<file path="config.mk">
export PLATFORM = sky130hd
export DESIGN_NAME = prelude_sequencer
export DESIGN_NICKNAME = d
export VERILOG_FILES = /design/src/rtl/prelude_pkg.sv /design/src/rtl/prelude_decode.sv /design/src/rtl/prelude_sequencer.sv
export SDC_FILE = /design/constraint.sdc
export NUM_CORES = 1
export LEC_CHECK = 0
export BUFFER_PORTS_ARGS = -buffer_cell sky130_fd_sc_hd__buf_2
export CELL_PAD_IN_SITES_DETAIL_PLACEMENT = 1
export CELL_PAD_IN_SITES_GLOBAL_PLACEMENT = 1
export CORE_MARGIN = 5
export CORE_UTILIZATION = 35
export CTS_CLUSTER_DIAMETER = 100
export DETAILED_ROUTE_END_ITERATION = 16
export PLACE_DENSITY = 0.91
export SLEW_MARGIN = 15
export SYNTH_ARGS = -nofsm -noshare
export SYNTH_HDL_FRONTEND = slang
export SYNTH_SLANG_ARGS = --single-unit
</file>
<file path="constraint.sdc">
create_clock -name clk -period 2.6 [get_ports clk]
set_clock_uncertainty 0.15 [all_clocks]
set_input_delay 0.26 -clock clk [delete_from_list [all_inputs] [get_ports clk]]
set_output_delay 0.26 -clock clk [all_outputs]
set_load 0.005 [all_outputs]
</file>
<file path="src/rtl/prelude_pkg.sv">
// Shared types and constants for the prelude CPU control unit.
// Opcodes, FSM states, register-file write-source selects and special register indices.
package prelude_pkg;

    typedef enum logic [1:0] {
        OP_LDI = 2'b00,
        OP_ALU = 2'b01,
        OP_CPY = 2'b10,
        OP_BR  = 2'b11
    } opcode_e;

    typedef enum logic [1:0] {
        ST_HALTED  = 2'd0,
        ST_FETCH   = 2'd1,
        ST_EXEC    = 2'd2,
        ST_IO_WAIT = 2'd3
    } state_e;

    typedef enum logic [1:0] {
        SEL_IMM   = 2'd0,
        SEL_ALU   = 2'd1,
        SEL_REG_A = 2'd2,
        SEL_RIO   = 2'd3
    } rf_sel_e;

    localparam logic [2:0] REG_IO      = 3'd6;
    localparam logic [2:0] REG_ILL     = 3'd7;
    localparam logic [2:0] COND_ALWAYS = 3'b100;

    function automatic logic [7:0] pc_inc(input logic [7:0] pc);
        return pc + 8'd1;
    endfunction

endpackage

</file>
<file path="src/rtl/prelude_decode.sv">
// Purely combinational instruction decode: latched ir -> register-file, ALU and branch fields.
// The copy-specific flags let the sequencer handle rio handshakes and illegal indices.
module prelude_decode
    import prelude_pkg::*;
(
    input  logic [7:0] ir_i,
    output opcode_e    opcode_o,
    output logic [2:0] src_a_o,
    output logic [2:0] src_b_o,
    output logic [2:0] dst_o,
    output rf_sel_e    in_sel_o,
    output logic [7:0] imm_o,
    output logic [5:0] alu_op_o,
    output logic [2:0] cond_code_o,
    output logic       cpy_in_o,
    output logic       cpy_out_o,
    output logic       cpy_illegal_o,
    output logic       loop_cond_o
);

    logic [2:0] cpy_s;
    logic [2:0] cpy_d;

    assign cpy_s       = ir_i[5:3];
    assign cpy_d       = ir_i[2:0];
    assign opcode_o    = opcode_e'(ir_i[7:6]);
    assign imm_o       = {2'b00, ir_i[5:0]};
    assign alu_op_o    = ir_i[5:0];
    assign cond_code_o = ir_i[2:0];

    always_comb begin
        src_a_o  = 3'd0;
        src_b_o  = 3'd0;
        dst_o    = 3'd0;
        in_sel_o = SEL_IMM;
        case (opcode_o)
            OP_ALU: begin
                src_a_o  = 3'd1;
                src_b_o  = 3'd2;
                dst_o    = 3'd3;
                in_sel_o = SEL_ALU;
            end
            OP_CPY: begin
                src_a_o  = cpy_s;
                dst_o    = cpy_d;
                in_sel_o = (cpy_s == REG_IO) ? SEL_RIO : SEL_REG_A;
            end
            default: ;
        endcase
    end

    assign cpy_in_o      = (opcode_o == OP_CPY) && (cpy_s == REG_IO);
    assign cpy_out_o     = (opcode_o == OP_CPY) && (cpy_d == REG_IO);
    assign cpy_illegal_o = (opcode_o == OP_CPY) && ((cpy_s == REG_ILL) || (cpy_d == REG_ILL));
    assign loop_cond_o   = (opcode_o == OP_BR) && (ir_i[2:0] == COND_ALWAYS);

endmodule

</file>
<file path="src/rtl/prelude_sequencer.sv">
// Multi-cycle control unit for the prelude CPU: PC, instruction latch, run/step/halt
// debug control, self-loop halt detection and the rio valid/ready handshake.
//   state      | meaning
//   HALTED     | idle; waits for step or run (ignored once illegal is set)
//   FETCH      | latch ROM word at pc into ir
//   EXEC       | decode ir, strobe writes, update pc, retire
//   IO_WAIT    | copy stalled on rio; retried every cycle
module prelude_sequencer
    import prelude_pkg::*;
#(
    parameter logic [7:0] RESET_PC  = 8'h00,
    parameter logic       RESET_RUN = 1'b1,
    parameter int         CNT_W     = 16
) (
    input  logic             clk,
    input  logic             rst_n,
    input  logic [7:0]       rom_data,
    input  logic             cond_true,
    input  logic [7:0]       r0_val,
    input  logic             ctl_run,
    input  logic             ctl_step,
    input  logic             ctl_halt,
    input  logic             io_in_valid,
    input  logic             io_out_ready,
    output logic [7:0]       pc,
    output logic [7:0]       ir,
    output logic [2:0]       rf_src_a,
    output logic [2:0]       rf_src_b,
    output logic [2:0]       rf_dst,
    output logic             rf_we,
    output logic [1:0]       rf_in_sel,
    output logic [7:0]       imm,
    output logic [5:0]       alu_op,
    output logic [2:0]       cond_code,
    output logic             io_in_ack,
    output logic             io_out_valid,
    output logic             halted,
    output logic             illegal,
    output logic [CNT_W-1:0] retired
);

    state_e           state_q, state_d;
    logic [7:0]       pc_q, pc_d;
    logic [7:0]       ir_q, ir_d;
    logic [CNT_W-1:0] retired_q, retired_d;
    logic             illegal_q, illegal_d;
    logic             step_q, step_d;

    opcode_e opcode;
    rf_sel_e in_sel;
    logic    cpy_in, cpy_out, cpy_illegal, loop_cond;
    logic    io_blocked, self_loop, complete, force_halt;

    prelude_decode u_decode (
        .ir_i          (ir_q),
        .opcode_o      (opcode),
        .src_a_o       (rf_src_a),
        .src_b_o       (rf_src_b),
        .dst_o         (rf_dst),
        .in_sel_o      (in_sel),
        .imm_o         (imm),
        .alu_op_o      (alu_op),
        .cond_code_o   (cond_code),
        .cpy_in_o      (cpy_in),
        .cpy_out_o     (cpy_out),
        .cpy_illegal_o (cpy_illegal),
        .loop_cond_o   (loop_cond)
    );

    assign io_blocked = (cpy_in && !io_in_valid) || (cpy_out && !io_out_ready);
    assign self_loop  = loop_cond && (r0_val == pc_q);

    always_comb begin
        state_d      = state_q;
        pc_d         = pc_q;
        ir_d         = ir_q;
        retired_d    = retired_q;
        illegal_d    = illegal_q;
        step_d       = step_q;
        rf_we        = 1'b0;
        io_in_ack    = 1'b0;
        io_out_valid = 1'b0;
        complete     = 1'b0;
        force_halt   = 1'b0;

        case (state_q)
            ST_HALTED: begin
                if (!ctl_halt && !illegal_q) begin
                    if (ctl_step) begin
                        state_d = ST_FETCH;
                        step_d  = 1'b1;
                    end else if (ctl_run) begin
                        state_d = ST_FETCH;
                    end
                end
            end
            ST_FETCH: begin
                ir_d    = rom_data;
                state_d = ST_EXEC;
            end
            ST_EXEC, ST_IO_WAIT: begin
                if (opcode == OP_CPY) begin
                    if (cpy_illegal) begin
                        illegal_d  = 1'b1;
                        pc_d       = pc_inc(pc_q);
                        complete   = 1'b1;
                        force_halt = 1'b1;
                    end else if (io_blocked) begin
                        state_d = ST_IO_WAIT;
                    end else begin
                        rf_we        = 1'b1;
                        io_in_ack    = cpy_in;
                        io_out_valid = cpy_out;
                        pc_d         = pc_inc(pc_q);
                        complete     = 1'b1;
                    end
                end else if (opcode == OP_BR) begin
                    complete = 1'b1;
                    if (self_loop) begin
                        force_halt = 1'b1;
                    end else if (cond_true) begin
                        pc_d = r0_val;
                    end else begin
                        pc_d = pc_inc(pc_q);
                    end
                end else begin
                    rf_we    = 1'b1;
                    pc_d     = pc_inc(pc_q);
                    complete = 1'b1;
                end
            end
            default: state_d = ST_HALTED;
        endcase

        // A pending halt or single-step only takes effect at the instruction boundary.
        if (complete) begin
            retired_d = retired_q + CNT_W'(1);
            step_d    = 1'b0;
            state_d   = (ctl_halt || step_q || !ctl_run || force_halt) ? ST_HALTED : ST_FETCH;
        end
    end

    always_ff @(posedge clk or negedge rst_n) begin
        if (!rst_n) begin
            state_q   <= RESET_RUN ? ST_FETCH : ST_HALTED;
            pc_q      <= RESET_PC;
            ir_q      <= 8'h00;
            retired_q <= '0;
            illegal_q <= 1'b0;
            step_q    <= 1'b0;
        end else begin
            state_q   <= state_d;
            pc_q      <= pc_d;
            ir_q      <= ir_d;
            retired_q <= retired_d;
            illegal_q <= illegal_d;
            step_q    <= step_d;
        end
    end

    assign pc        = pc_q;
    assign ir        = ir_q;
    assign rf_in_sel = in_sel;
    assign halted    = (state_q == ST_HALTED);
    assign illegal   = illegal_q;
    assign retired   = retired_q;

endmodule
</file>
==> results.md, run 1 <==
* Post-synthesis register bit count at 36
* First-pass GRT wire length at a little under 10000 um
* CP Capture Type: flop
* DRC viols at 0
* Power per Cell Area at ~1100 mW/mm^2
* Setup crit start kind: flop
* Vias per cell at between 5 and 6
* Port Buffers at 84
* Area occupied by multi-input gates at 0.00105 mm^2
* Die height at 88.2 um
* Vias in the first global route at 2098
* Static Leak at 1.30 nW
* Most common cell after layout, fill and taps aside: buf_2
* Ys flop type: dfrtp_1
* Worst IR Drop VDD at 0.452 mV
* RSZ-0062 raised after global routing: false
* Die Footprint at 0.00778 mm^2
* Final TNS setup at 0 ns
* H-tree levels at 2
* Max Transition Viols Final at 0
* First DRT Iteration DRCs at 40
* Post-synth EDFFs at 0
* Core area at approximately 0.0059 mm^2
* Final Setup Violations at 0
* Fillers at approximately 700
* Clock sink total at 36
* Overall routing resource usage at 16.3%
* Kind of critical path: flop to flop
* Hold Path Cell Cnt at 3
* Initial antenna violation count at 0
* Slew HR at 44.7%
* R2R Setup Slk at ~0.24 ns
* Routed via count at 1879
* Io pins at 89
* CTS Buf Count at 5
* Fin crit period at 2.36 ns
* R2R Path End: pc[1]$_DFFE_PN0P_
* R2R cell count at 7
* Reg clk slew, reported paths at 0.08 ns
* Synthesized area per cell at 9.73 um^2
* Part of the Yosys area used for sequential elements at 42.2%
* Max incr delay on CP at 0.42 ns
* CTS tree: yes
* Postcts setup bufs at 0
* Gate Count Post-Synth at 220
* Status: completed
* Worst slew pin tran at 0.829 ns
* Synth cell types at 41
* Routed WL at between 5000 and 6000 um
* Clock Tree Buf Depth at 2
* Placed insts at 360
* NumNets Final at roughly 320
* Largest net degree at the start of global routing at 37
* Die width at 88.2 um
* FF+latch area at 902 um^2
* Total power at roughly 2.9 mW
* Routed Antenna Nets at 0
* Share of cells above drive strength 1 at 38.8%
* WP data required at 2.64 ns
* Critical path's slowest cell: dfrtp_1
* Gp weighted congestion at 0.804
* Share of synthesized registers carrying an async set or reset at 100%
* Rows at 28
* Leading cell types in the layout, fill and taps excluded: 84 x buf_2, 35 x dfrtp_1, 20 x nand2_1
* Gr busiest metal: met2
* GRT overflow at 0
* Family with the most delay on the worst path: simple AND/OR/NAND/NOR gates
* MaxCap Viol Count at 0
* Hold wc startpoint: rom_data[7]
* Synthesized area at 0.00214 mm^2
* Clock Root Buffer: clkbuf_8
* Worst path bufs/invs at 1
* FF-to-FF Start: ir[6]$_DFFE_PN0N_
* Final antenna diode count at 0
* Crit share post-route at a little over 90%
* Wire length per cell at 16.1 um
* FMAX at roughly 420 MHz
* CP max FO at 8
* GR Util met1 at 18.8%
* Worst-path cell chain: inv_1 -> ha_1 -> nand4b_1 -> o22ai_2 -> a41oi_2 -> and2_1 -> mux2_4
* Critical path arrival at 2.39 ns
* Layout Utilization at 44.3%
* Initial core utilization at 36.1%
* Finished Layout Cells at 369
* HP Class: input pin to flop
* Met2 usage at 29.1%
* Final Hold Viols at 0
* Skew-Pair Late Insertion Delay at 0.29 ns
* Synth warn at 0
* Dpl hpwl at 4620 um
* End point of the worst hold path: ir[7]$_DFFE_PN0N_
* DRT Pass-1 Iters at 4
* Grt met3 use at 4.05%
* Layout area overhead at 22.6%
==> registers in the layout, indices dropped and copies added, names as in the netlist <==
name,flops
ir,8
pc,8
step_q,1
retired,16
illegal,1
state_q,2
==> how the worst max path moves through the flow <==
stage | startpoint | end | slack (ns) | cells past startpoint
2_1_floorplan | ir[6]$_DFFE_PN0N_ | pc[1]$_DFFE_PN0P_ | 0.36 | 9
3_3_place_gp | ir[6]$_DFFE_PN0N_ | pc[1]$_DFFE_PN0P_ | 0.42 | 7
3_5_place_dp | ir[6]$_DFFE_PN0N_ | pc[1]$_DFFE_PN0P_ | 0.27 | 7
4_1_cts | ir[6]$_DFFE_PN0N_ | io_out_valid | 0.18 | 5
5_1_grt | ir[6]$_DFFE_PN0N_ | io_out_valid | 0.1 | 5
6_report | ir[6]$_DFFE_PN0N_ | pc[1]$_DFFE_PN0P_ | 0.24 | 7
==> per-layer routing <==
metal  up-vias  routed length [um]
met5         -                   0
met4         0                 131
met3        12                 415
met2        62                3060
met1       909                2330
li1        896                   -
==> stage by stage <==
| stage | setup WS [ns] | hold slack, ns | instance area, um^2 |
|---|---|---|---|
| floorplan | 0.356 | -0.186 | 2150 |
| finish | 0.244 | 0.0183 | 2620 |
| detailed placement | 0.265 | 0.261 | 2520 |
| CTS | 0.177 | 0.00747 | 2620 |
| global route | 0.0988 | 0.0390 | 2620 |
| global placement | 0.423 | 0.250 | 2520 |
==> final cells by class <==
cell class,instances,area share [%]
Inverter,5,0.716
Clock inverter,1,0.286
Multi-Input combinational cell,155,39.9
Clock buffer,7,3.29
Sequential cell,36,34.4
Timing Repair Buffer,90,17.8
Tap cell,75,3.58
==> cells in the mapped netlist (all sizes together) (5+ instances only) <==
library cell | instances | share of area (%)
ha | 6 | 3.5
nor2 | 12 | 2.1
mux2 | 9 | 4.9
dfrtp | 35 | 41
nand2 | 20 | 3.5
nand4 | 7 | 2.3
a21oi | 10 | 2.3
inv | 5 | 0.88
and3 | 9 | 2.7
nand3 | 11 | 2.6
xor2 | 9 | 3.7
buf | 23 | 7.9
xnor2 | 14 | 5.7
o21ai | 7 | 1.6
a31oi | 7 | 2.0
==> what timing repair did <==
action / CTS / global route
hold buffers: 1 / 0
resized for setup: 0 / 1
endpoints found under the setup margin: 0 / 1
endpoints found under the hold margin: 35 / 0
==> tightest hold or removal path, delay by kind of cell <==
family	cells	cell delay, ns
and+or+nand+nor	1	0.04
AOI/OAI and AO/OA	1	0.06
buffers and inverters	1	0.08
==> cell families (layout without fill, tap and decap cells) <==
group,Yosys count,after routing,share of synthesized area (%)
and+or+nand+nor,79,79,20.2
DFF,36,36,42.2
AOI/OAI and AO/OA,34,34,10.1
buffers and inverters,32,103,9.47
xor gates and xnor gates,23,23,9.42
muxes,9,9,4.91
adders and majority gates,6,6,3.51
other,1,4,0.175
==> report_power, final <==
group          switching, mW  internal (mW)  total (mW)
Combinational          0.703          0.690        1.39
Clock                  0.212          0.216       0.427
Sequential             0.297          0.767        1.06
Note: power is estimated with default switching activity, not from simulation.
==> run 2, diff against run 1 <==
--- a/config.mk
+++ b/config.mk
@@ -5,6 +5,7 @@
 export SDC_FILE = /design/constraint.sdc
 export NUM_CORES = 1
 export LEC_CHECK = 0
+export ABC_AREA = 1
 export BUFFER_PORTS_ARGS = -buffer_cell sky130_fd_sc_hd__buf_2
 export CELL_PAD_IN_SITES_DETAIL_PLACEMENT = 1
 export CELL_PAD_IN_SITES_GLOBAL_PLACEMENT = 1
@@ -12,7 +13,7 @@
 export CORE_UTILIZATION = 35
 export CTS_CLUSTER_DIAMETER = 100
 export DETAILED_ROUTE_END_ITERATION = 16
-export PLACE_DENSITY = 0.91
+export PLACE_DENSITY = 0.92
 export SLEW_MARGIN = 15
 export SYNTH_ARGS = -nofsm -noshare
 export SYNTH_HDL_FRONTEND = slang
==> run 2 against run 1 <==
Against the previous run:
- final area grew 12%
- synthesized cell count grew 55%
- register-to-register slack lost 0.03 ns
- via count grew 28%
- highest routed layer unchanged
- final cell count grew 37%
- critical endpoint is now pc[7]$_DFFE_PN0P_
- area after synthesis grew 17%
- die area grew 15%
- power grew 10%
==> results.md, run 2 <==
* Clock Tree Buf Depth at 2 (unchanged)
* Synth cell types at 31 (-24%)
* Leading cell types in the layout, fill and taps excluded: 97 x nand2_1, 84 x buf_2, 35 x inv_1, 35 x dfrtp_1, 34 x nor2_1
* Most instantiated cells after synthesis: 97 x nand2_1, 35 x dfrtp_1, 35 x inv_1, 34 x nor2_1, 25 x nand3_1
* Final TNS setup at 0 ns (unchanged)
* Post-Place Setup Slack at 0.232 ns (-0.0339 ns)
* Vias in the first global route at 2468 (+18%)
* Routed WL at 7170 um (+21%)
* Wire length per cell at 14.2 um (-12%)
* Rows at 30 (+7.1%)
* GRT overflow at 0 (unchanged)
* CTS tree: yes
* Clock Root Buffer: clkbuf_8
* Area contributors post-synth: dfrtp_1 35%, nand2_1 15%, buf_4 6.3%
* Port Buffers at 84 (unchanged)
* Worst slew pin tran at 0.826 ns (-0.00390 ns)
* Vias per cell at 4.75 (-6.7%)
* Gp weighted congestion at 0.809 (+0.71%)
* Kind of critical path: flop to flop
* Final Hold Viols at 0 (unchanged)
* Area occupied by multi-input gates at 0.00125 mm^2 (+20%)
* Die Footprint at 0.00893 mm^2 (+15%)
* CTS Buf Count at 5 (unchanged)
* CP max FO at 31 (+23)
* Layout Utilization at 42.8% (-1.5 points)
* Max FFs per register at 16 (unchanged)
* Synth warn at 0 (unchanged)
* Clock sink total at 36 (unchanged)
* NumNets Final at 438 (+36%)
* Critical path's slowest cell: dfrtp_1
* Io pins at 89 (unchanged)
* Area share of the largest cell type after synthesis at 35.0% (-5.9 points)
* Worst-path cell chain: inv_1 -> ha_1 -> inv_2 -> a21oi_2 -> inv_2 -> nand2_2 -> nand2_4 -> inv_4 -> nand2_2 -> nand2_1 -> nand2_1
* Crit share post-route at 91.7% (+1.1 points)
* Post-synth EDFFs at 0 (unchanged)
* DRC viols at 0 (unchanged)
* Die height at 94.5 um (+7.2%)
* Max incr delay on CP at 0.42 ns (about the same)
* Critical path arrival at 2.42 ns (+0.03 ns)
* FMAX at 419 MHz (-1.2%)
* Reg clk slew, reported paths at 0.08 ns (about the same)
* CP Capture Type: flop
* Overall routing resource usage at 16.4% (+0.093 points)
* Most common cell after layout, fill and taps aside: nand2_1
* Worst path bufs/invs at 4 (+3)
* Part of the Yosys area used for sequential elements at 36.1% (-6.1 points)
* Die width at 94.5 um (+7.2%)
* Layout area overhead at 17.7%
* Post-CTS Resized at 0 (unchanged)
* RSZ-0062 raised after global routing: false
* Gate Count Post-Synth at 340 (+55%)
* Count leader, synth: nand2_1
* Max Transition Viols Final at 0 (unchanged)
* WP data required at 2.63 ns (about the same)
* Initial core utilization at 36.4% (+0.26 points)
* Setup crit start kind: flop
* First-pass GRT wire length at 11700 um (+18%)
* Routed via count at 2400 (+28%)
* Placed insts at 496 (+38%)
* Biggest area consumer among synthesized cells: dfrtp_1
* H-tree levels at 2 (unchanged)
* First DRT Iteration DRCs at 110 (+180%)
* HP Class: input pin to flop
* Core area at 0.00687 mm^2 (+16%)
* Post-synthesis register bit count at 36 (unchanged)
* Routed Antenna Nets at 0 (unchanged)
* Status: completed
* DRT Pass-1 Iters at 4 (unchanged)
* Ys flop type: dfrtp_1
* Worst IR Drop VDD at 0.302 mV (-33%)
* FF+latch area at 902 um^2 (unchanged)
* MaxCap Viol Count at 0 (unchanged)
* Synthesized area per cell at 7.35 um^2 (-24%)
* Initial antenna violation count at 0 (unchanged)
* Family with the most delay on the worst path: buffers and inverters
* Fillers at 922 (+31%)
* Static Leak at 1.54 nW (+18%)
* Final Setup Violations at 0 (unchanged)
* Share of cells above drive strength 1 at 28.9% (-9.9 points)
* Worst Slack Setup Final at 0.215 ns (-0.0298 ns)
* Total power at 3.18 mW (+10%)
* Fin crit period at 2.39 ns (+0.0298 ns)
* Slew HR at 45.0% (+0.26 points)
* Power per Cell Area at 1080 mW/mm^2 (-1.8%)
* Dpl hpwl at 5710 um (+24%)
* Finished Layout Cells at 505 (+37%)
* Largest net degree at the start of global routing at 37 (unchanged)
* Synthesized area at 0.00250 mm^2 (+17%)
* Skew-Pair Late Insertion Delay at 0.30 ns (about the same)
* Share of synthesized registers carrying an async set or reset at 100% (unchanged)
* Final antenna diode count at 0 (unchanged)
[run 2: cell types whose count changed in the layout (fill, tap and decap cells not counted), moves of 5 or more]
cell / change
nor2_1: +22
nand3_1: +14
o21ai_2: +7
mux2_2: -5
inv_1: +30
buf_4: -5
and3_1: -8
nand2_1: +77
a31oi_1: -7
nor3_1: +8
[run 2: area by class of cell]
type / instances / share of cell area (%)
multi-input combinational: 241 / 42.6
inverter: 39 / 5.06
sequential: 36 / 30.7
clock buffer: 5 / 2.34
timing repair buffer: 85 / 14.6
clock inverter: 3 / 0.638
tap: 96 / 4.08
[run 2: metal layers]
layer,part of all wire [%],track usage [%]
met3,6.7,4.30
met4,0.56,4.21
met2,50,28.5
met5,0,0
met1,43,20.0
[run 2: power by group]
group          internal [mW]  switching, mW  leakage, nW
Sequential             0.782          0.327        0.452
Combinational          0.687          0.977         1.04
Clock                  0.187          0.219       0.0479
[run 2: final timing paths]
check,startpoint,to,slack (ns),depth (start not counted)
max,ir[6]$_DFFE_PN0N_,pc[7]$_DFFE_PN0P_,0.21,11
min,rom_data[5],ir[5]$_DFFE_PN0N_,0.04,2
max reg2reg,ir[6]$_DFFE_PN0N_,pc[7]$_DFFE_PN0P_,0.21,11
min reg2reg,step_q$_DFFE_PN0P_,step_q$_DFFE_PN0P_,0.38,2
max in group asynchronous,rst_n,retired[12]$_DFFE_PN0P_,1.34,2
min in group asynchronous,rst_n,pc[2]$_DFFE_PN0P_,0.44,2
[run 2: logic make-up after synthesis]
kind of cell / share of synthesized area (%)
AO/OA/AOI/OAI: 7.91
XOR/XNOR: 6.66
adder cells (fa/ha/maj): 3.00
buffers and inverters: 14.2
flip-flops: 36.1
multiplexers: 1.35
other: 0.150
AND/OR/NAND/NOR: 30.6
[run 2: metrics by stage]
step | hold WS (ns) | instance area (um^2)
after detailed placement | 0.260 | 2850
after floorplan | -0.186 | 2510
after global placement | 0.235 | 2850
after global routing | 0.0309 | 2940
final | 0.0372 | 2940
after CTS | 0.0247 | 2940
[run 2: what timing repair did]
item                      in CTS  in global routing
hold endpoints to repair      35                  0
hold buffers                   1                  0
setup buffers                  0                  0
==> run 3, diff against run 2 <==
--- a/config.mk
+++ b/config.mk
@@ -9,11 +9,11 @@
 export BUFFER_PORTS_ARGS = -buffer_cell sky130_fd_sc_hd__buf_2
 export CELL_PAD_IN_SITES_DETAIL_PLACEMENT = 1
 export CELL_PAD_IN_SITES_GLOBAL_PLACEMENT = 1
-export CORE_MARGIN = 5
-export CORE_UTILIZATION = 35
+export CORE_MARGIN = 4
+export CORE_UTILIZATION = 32
 export CTS_CLUSTER_DIAMETER = 100
 export DETAILED_ROUTE_END_ITERATION = 16
-export PLACE_DENSITY = 0.92
+export PLACE_DENSITY = 0.89
 export SLEW_MARGIN = 15
 export SYNTH_ARGS = -nofsm -noshare
 export SYNTH_HDL_FRONTEND = slang
==> constraint.sdc (replaced) <==
create_clock -name clk -period 2.15 [get_ports clk]
set_clock_uncertainty 0.15 [all_clocks]
set_input_delay 0.215 -clock clk [delete_from_list [all_inputs] [get_ports clk]]
set_output_delay 0.215 -clock clk [all_outputs]
set_load 0.005 [all_outputs]
==> run 3 against run 2 <==
Against the previous run:
- flip-flop and latch count stayed put
- sequential share of layout area decreased by 0.82 points
- non-clock buffer count grew 6
- critical path type is now flop to output pin
- via count fell by 0.50%
- die area up 4.0%
- combinational power is 31% higher
- largest power group unchanged
- critical path depth fell by 3
- power increased by 26%
==> results.md, run 3 (same netlist as run 2, synthesis figures left out) <==
* Critical path arrival at 1.69 ns (-0.73 ns)
* MaxCap Viol Count at 0 (unchanged)
* Die height at 96.4 um (+2.0%)
* Max Transition Viols Final at 0 (unchanged)
* Clock sink total at 36 (unchanged)
* Status: completed
* Power per Cell Area at 1320 mW/mm^2 (+23%)
* CTS Buf Count at 5 (unchanged)
* First-pass GRT wire length at 11000 um (-6.7%)
* Initial antenna violation count at 0 (unchanged)
* Wire length per cell at 13.7 um (-3.2%)
* Vias per cell at 4.65 (-2.2%)
* Final TNS setup at 0 ns (unchanged)
* Share of cells above drive strength 1 at 30.8% (+2.0 points)
* Max FFs per register at 16 (unchanged)
* Largest net degree at the start of global routing at 37 (unchanged)
* Family with the most delay on the worst path: simple AND/OR/NAND/NOR gates
* NumNets Final at 444 (+1.4%)
* Worst path bufs/invs at 3 (-1)
* Most common cell after layout, fill and taps aside: nand2_1
* H-tree levels at 2 (unchanged)
* Clock Tree Buf Depth at 2 (unchanged)
* CTS tree: yes
* Port Buffers at 84 (unchanged)
* FF-to-FF Start: ir[6]$_DFFE_PN0N_
* CP Capture Type: output pin
* Worst Slack Setup Final at 0.0990 ns (-0.116 ns)
* Critical path's slowest cell: dfrtp_1
* DRT Pass-1 Iters at 4 (unchanged)
* Kind of critical path: flop to output pin
* Slew HR at 43.8% (-1.2 points)
* Worst slew pin tran at 0.843 ns (+0.0179 ns)
* Final Hold Viols at 0 (unchanged)
* Layout area overhead at 21.1%
* Post-Place Setup Slack at 0.0568 ns (-0.175 ns)
* Critical Path Source: ir[6]$_DFFE_PN0N_
* Static Leak at 1.57 nW (+2.2%)
* Hold Path Cell Cnt at 2 (unchanged)
* Final Setup Violations at 0 (unchanged)
* Rows at 31 (+3.3%)
* Routed WL at 7060 um (-1.5%)
* Routed via count at 2388 (-0.50%)
* Initial core utilization at 33.7% (-2.6 points)
* Io pins at 89 (unchanged)
* CP max FO at 7 (-77%)
* FMAX at 488 MHz
* Worst-path cell chain: inv_2 -> ha_4 -> nand2_1 -> inv_2 -> nand4_1 -> nand4_1 -> nor2_1 -> buf_2
* Routed Antenna Nets at 0 (unchanged)
* Fin crit period at about 2.1 ns
* R2R cell count at 11 (unchanged)
* Final antenna diode count at 0 (unchanged)
* Dpl hpwl at 5530 um (-3.2%)
* Hold wc startpoint: rom_data[4]
* DRC viols at 0 (unchanged)
* R2R Path End: pc[5]$_DFFE_PN0P_
* Clock Root Buffer: clkbuf_8
* Core area at 0.00741 mm^2 (+7.9%)
* Die width at 96.4 um (+2.0%)
* Reg clk slew, reported paths at 0.07 ns (about the same)
* Max incr delay on CP at 0.42 ns (about the same)
* Vias in the first global route at 2403 (-2.6%)
* Fillers at 966 (+4.8%)
* Setup crit start kind: flop
* Worst IR Drop VDD at 0.346 mV (+15%)
* End point of the worst hold path: ir[4]$_DFFE_PN0N_
* Die Footprint at 0.00929 mm^2 (+4.0%)
* WP data required at 1.78 ns (-0.85 ns)
* HP Class: input pin to flop
* Gp weighted congestion at 0.834 (+3.1%)
* Crit share post-route at 95.4%
* Skew-Pair Late Insertion Delay at 0.28 ns (-0.02 ns)
* Overall routing resource usage at 14.8% (-1.6 points)
* Leading cell types in the layout, fill and taps excluded: 97 x nand2_1, 84 x buf_2, 34 x inv_1, 34 x nor2_1, 34 x dfrtp_1
* GRT overflow at 0 (unchanged)
* First DRT Iteration DRCs at 68 (-38%)
* R2R Setup Slk at 0.22 ns (about the same)
==> run 3: cell types whose count changed in the layout (fill, tap and decap cells not counted) <==
cell      previous run  this run
dfrtp_1             35        34
buf_12               0         1
inv_2                3         4
clkinv_4             1         0
buf_4                0         5
inv_1               35        34
ha_4                 0         1
ha_1                 6         5
nor3_2               0         1
clkbuf_8             5         6
nor3_1              10         9
dfrtp_2              0         1
==> run 3: repair_timing <==
item,CTS,global route
buffers inserted,0,3
endpoints found under the hold margin,35,0
endpoints found under the setup margin,3,6
resized for setup,1,4
hold buffers,1,0
pin swaps,0,2
==> run 3: worst max-delay path by stage <==
stage                                   to  slack, ns  cells past startpoint
floorplan           retired[2]$_DFFE_PN0P_       0.36                     13
global placement         pc[5]$_DFFE_PN0P_       0.20                     11
detailed placement       pc[5]$_DFFE_PN0P_       0.06                     11
CTS                                  rf_we       0.02                      8
global route                         rf_we      -0.04                      8
finish                               rf_we        0.1                      8
==> run 3: stage by stage <==
stage / hold WS, ns / utilization, % / instance area, um^2 / power, mW / instances
final: 0.0143 / 40.9 / 3030 / 4.01 / 514
after global routing: 0.00621 / 40.9 / 3030 / 4.42 / 514
after CTS: 0.00477 / 40.3 / 2990 / 3.97 / 511
after detailed placement: 0.223 / 38.9 / 2880 / 3.45 / 502
after global placement: 0.213 / 38.9 / 2880 / 3.35 / 502
after floorplan: -0.231 / - / 2510 / 2.78 / 343
==> run 3: layout make-up <==
cell class | count | area [um^2] | area share [%]
clock buffer | 6 | 82.6 | 2.73
clock inverter | 2 | 10.0 | 0.331
inverter | 39 | 149 | 4.92
multi-input combinational | 241 | 1270 | 42.0
sequential | 36 | 903 | 29.8
tap | 99 | 124 | 4.09
timing repair buffer | 91 | 488 | 16.1
==> run 3: report_power, final <==
| part | internal, mW | switching, mW |
|---|---|---|
| Sequential | 0.948 | 0.389 |
| Clock | 0.256 | 0.244 |
| Combinational | 0.959 | 1.21 |
==> run 3: routing by layer <==
metal	global-route usage [%]	vias to the layer above	routed length, um
met2	27.4	73	3510
met1	17.2	1121	2940
met5	0	-	0
met4	3.97	0	106
met3	3.25	11	506
li1	-	1183	-
